$ cat src/rtl/window_3x3_gen.sv
// window_3x3_gen: raster pixel stream to 3x3 neighbourhood with in-frame valid and centre position
module window_3x3_gen #(
  parameter int DATA_WIDTH = 14,
  parameter int IMG_WIDTH  = 100,
  parameter int IMG_HEIGHT = 100
) (
  input  logic                          Clk,
  input  logic                          Rst,
  input  logic                          in_valid,
  input  logic [DATA_WIDTH-1:0]         data_in,
  output logic                          win_valid,
  output logic [9*DATA_WIDTH-1:0]       window,
  output logic [$clog2(IMG_HEIGHT)-1:0] centre_row,
  output logic [$clog2(IMG_WIDTH)-1:0]  centre_col,
  output logic                          frame_done
);
  localparam int CW = $clog2(IMG_WIDTH);
  localparam int RW = $clog2(IMG_HEIGHT);
  logic [CW-1:0] col;
  logic [RW-1:0] row;
  logic [DATA_WIDTH-1:0] l0 [IMG_WIDTH];
  logic [DATA_WIDTH-1:0] l1 [IMG_WIDTH];
  logic [8:0][DATA_WIDTH-1:0] win_q;
  logic acc, col_last, row_last, full;
  always_comb begin
    acc      = in_valid && !Rst;
    col_last = col == CW'(IMG_WIDTH - 1);
    row_last = row == RW'(IMG_HEIGHT - 1);
    full     = row >= RW'(2) && col >= CW'(2);
  end
  // Line memories are never reset; rows 0-1 and cols 0-1 never produce a window, hiding stale data
  always_ff @(posedge Clk)
    if (acc) begin
      l1[col] <= l0[col];
      l0[col] <= data_in;
    end
  always_ff @(posedge Clk)
    if (Rst) begin
      col        <= '0;
      row        <= '0;
      win_q      <= '0;
      win_valid  <= 1'b0;
      frame_done <= 1'b0;
      centre_row <= '0;
      centre_col <= '0;
    end else begin
      win_valid  <= acc && full;
      frame_done <= acc && row_last && col_last;
      if (acc) begin
        win_q <= {data_in, win_q[8:7], l0[col], win_q[5:4], l1[col], win_q[2:1]};
        col   <= col_last ? '0 : col + CW'(1);
        if (col_last) row <= row_last ? '0 : row + RW'(1);
        if (full) begin
          centre_row <= row - RW'(1);
          centre_col <= col - CW'(1);
        end
      end
    end
  assign window = win_q;
endmodule

$ cat config.mk
export PLATFORM = sky130hd
export DESIGN_NAME = window_3x3_gen
export DESIGN_NICKNAME = d
export VERILOG_FILES = /design/src/rtl/window_3x3_gen.sv
export SDC_FILE = /design/constraint.sdc
export NUM_CORES = 2
export LEC_CHECK = 0
export CORE_ASPECT_RATIO = 0.6
export CORE_UTILIZATION = 55
export DETAILED_ROUTE_END_ITERATION = 10
export HOLD_SLACK_MARGIN = 0.1
export PLACE_DENSITY_LB_ADDON = 0.25
export SKIP_LAST_GASP = 1
export SLEW_MARGIN = 25
export SYNTH_ARGS = -nofsm -noshare
export SYNTH_HDL_FRONTEND = slang
export SYNTH_SLANG_ARGS = --single-unit
$ cat constraint.sdc
create_clock -name Clk -period 5.9 [get_ports Clk]
set_input_delay 1.475 -clock Clk [delete_from_list [all_inputs] [get_ports Clk]]
set_output_delay 1.475 -clock Clk [all_outputs]
set_load 0.1 [all_outputs]
==> results.yml <==
outcome:
  outcome: "complete, no violations"
detailed_routing:
  drt_iter0_drc: 11160
  viasPerCell: 7.025
  wl_mm: 345.2
  firstDrtPassIters: 6
  routed-via-count: 64040
  ant_nets: 0
  wire_per_inst_um: 37.87
  drc_errors: 0
logic_synthesis:
  post-synth-top-count-cell: "edfxtp_1"
  synthTopCellsByArea: "edfxtp_1 (74%), mux4_2 (8.8%), dfxtp_1 (2.9%)"
  synth_seq_cells: 2963
  synth-adder-area-share_pct: 0.06616
  synth.avg_cell_area_sq_um: 19.53
  synth_mux_area_share_pct: 12.63
  synth_edf_count: 2800
  synth_top_cell_by_area: "edfxtp_1"
  synth_seq_area_share_pct: 76.98
  async_reset_ff_share_pct: 0
  yosys.area_share.simple_pct: 2.870
  synth.net_count: 5833
  ys_types: 90
  synth_xor_area_share_pct: 0.1467
  syn_area_sq_um: 113500
  synthFlopType: "edfxtp_1"
  netlist_top_cells_count: "edfxtp_1 (2800), mux4_2 (445), nor2_1 (348), mux2i_1 (302), nand2_1 (209)"
  synth_top_family_by_area: "multiplexers"
  syn-instance-count: 5810
  yosysTopAreaCellShare_pct: 74.10
  yosysWarnings: 0
  synth_compound_area_share_pct: 5.444
pwr:
  p_leak_nw: 39.75
  p_comb_share_pct: 6.5
  p_sw_share_pct: 22.46
  p_switching_mw: 9.541
  seqPwrFrac_pct: 54.9
  power.density_nw_per_um2: 331.0
  p_clk_share_pct: 38.5
  p_int_mw: 32.93
  ir_drop_uv: 409.8
  finalPower_mw: 42.47
cts:
  cts.htree.levels: 4
  path_clk_slew_ns: 0.07
  cts_tree: "done"
  cts_hold_buf: 0
  numCtsBuffers: 246
  cts-root-buf: "clkbuf_16"
  insertion_delay_ns: 0.91
  cts_sinks: 2963
  post_cts_buffers: 0
  ctsResizeCount: 0
  cts.path.max_buffers: 4
sta:
  skew_ns: 0.06458
  rsz0062_at_grt: "no"
  setup_tns_ns: 0
  fmax_ghz: 0.2077
  hold-worst-slack_ns: 0.4939
  setup_viol: 0
  max_slew_margin_pct: 11.54
  worst_pin_slew_ns: 1.310
  finalCritPeriodShare_pct: 81.61
  finalMaxSlewViolations: 0
  setup_ws_ns: 1.085
  report.final.hold_viol_count: 0
  period_minus_slack_ns: 4.815
setup_path:
  worstPathArrival_ns: 5.38
  r2r-end: "l1[32][5]$_DFFE_PP_"
  rr_worst_depth: 8
  startpoint_type: "register"
  endpoint_kind: "register"
  path_class: "reg2reg"
  crit_path_max_fanout: 93
  rrSetupSlack_ns: 1.08
  required_ns: 6.47
floorplan:
  core_sq_um: 203900
  ios: 159
  die_x_um: 588.4
  die_area_sq_um: 208200
  die_y_um: 353.8
  start_util_pct: 55.66
  num_rows: 128
finish:
  fin_util_pct: 62.93
  finalNetCount: 6200
  drive_gt1_share_pct: 22.17
  nFillCells: 13760
  syn2layout_area_growth_pct: 13.06
global_route:
  antenna_found_initial: 18
  grt_pass1_wl_mm: 479.1
  gr-usage-all-layers_pct: 33.03
  grt_pass1_vias: 60470
  grt-ovfl-total: 0
  grt_max_degree: 102
placed_design:
  dp_hpwl_mm: 210.6
  gp_congestion: 0.9823
  dp_worst_setup_slack_ns: 0.9579
  portBuffers: 158
min_path:
  worstHoldStart: "centre_row[0]$_SDFFE_PP0P_"
  hold_depth: 2
  hold_class: "reg2reg"
  holdPathEnd: "centre_row[0]$_SDFFE_PP0P_"
flow_run:
  cap_violations: 0
power by group through the flow:
| stage | clock, mW | sequential, mW | combinational (mW) |
|---|---|---|---|
| 2_1_floorplan | 0 | 24.1 | 1.29 |
| 3_3_place_gp | 0 | 23.8 | 2.63 |
| 3_5_place_dp | 0 | 23.8 | 2.67 |
| 4_1_cts | 16.4 | 23.3 | 2.68 |
| 5_1_grt | 17.2 | 23.3 | 2.83 |
| 6_report | 16.4 | 23.3 | 2.77 |
critical path: stages (launching register included):
cell and delay (ns):
dfxtp_4 0.87, buf_12 0.60, mux4_2 0.38, mux2i_1 0.17
o211ai_1 0.45, o21ai_0 0.14, o21ai_0 0.61, o31a_2 0.33
buf_4 0.69
how the worst max path moves through the flow:
stage | start | depth (start not counted) | endpoint | slack [ns]
after floorplan | in_valid | 5 | l0[88][0]$_DFFE_PP_ | 0.28
after global placement | Rst | 5 | l1[21][1]$_DFFE_PP_ | 0.87
after detailed placement | Rst | 6 | l0[24][9]$_DFFE_PP_ | 0.96
after CTS | register | 8 | l1[32][5]$_DFFE_PP_ | 1.24
after global routing | register | 8 | l1[23][5]$_DFFE_PP_ | 0.90
final | register | 8 | l1[32][5]$_DFFE_PP_ | 1.08
final cells by class:
type                            count  area [sq um]  share of cell area, %
Clock inverter                    137          1241                 0.9675
Tap cell                         2730          3416                  2.663
Multi-Input combinational cell   2467         25060                  19.53
Clock buffer                      313          6615                  5.156
Timing Repair Buffer              484          4508                  3.514
Antenna cell                        7         17.52                0.01365
Inverter                           15         60.06                0.04681
Sequential cell                  2963         87380                  68.11
per-layer routing:
layer	global-route usage (%)	share of wire [%]
met1	48.82	38
met2	43.08	40
met3	17.37	19
met4	7.445	2.8
met5	0.6963	0.11
registers in the layout, summed over array words and instances, names as in the netlist, named ones only:
register and cells:
win_valid 1, frame_done 1, centre_row 7, centre_col 7
l1 1400, row 7, window 126, col 7
l0 1400
metrics by stage:
stage / cells / area [sq um]
after detailed placement: 8656 / 120300
after global placement: 8650 / 120100
after global routing: 9110 / 128300
final: 9116 / 128300
after floorplan: 5810 / 113500
after CTS: 9106 / 128200
placed cells by master, fill, tap and decap left out, drive strengths merged, types with 14 or more instances in the layout:
cell and count:
nand2b 14, clkinv 109, a22o 27, nor3 35, and2 14, nor2b 26
a221o 33, a22oi 112, buf 341, a21oi 122, a221oi 159, clkbuf 314
a31oi 38, mux2 100, nor2 348, edfxtp 2800, o221ai 24, clkdlybuf4s50 142
nand3 48, o211ai 17, o22ai 66, bufinv 23, o21ai 92, nand2 209
a211oi 26, mux2i 302, dfxtp 163, mux4 451
cell families (layout without fill, tap and decap cells):
family                   count (synthesis)  in the layout
adder cells (fa/ha/maj)                  6              6
AO/OA/AOI/OAI                          838            838
AND/OR/NAND/NOR                        751            751
XOR/XNOR                                19             19
flip-flops                            2963           2963
multiplexers                           853            853
buffers and inverters                  380            949
other                                    0              7
Note: power is estimated with default switching activity, not from simulation.
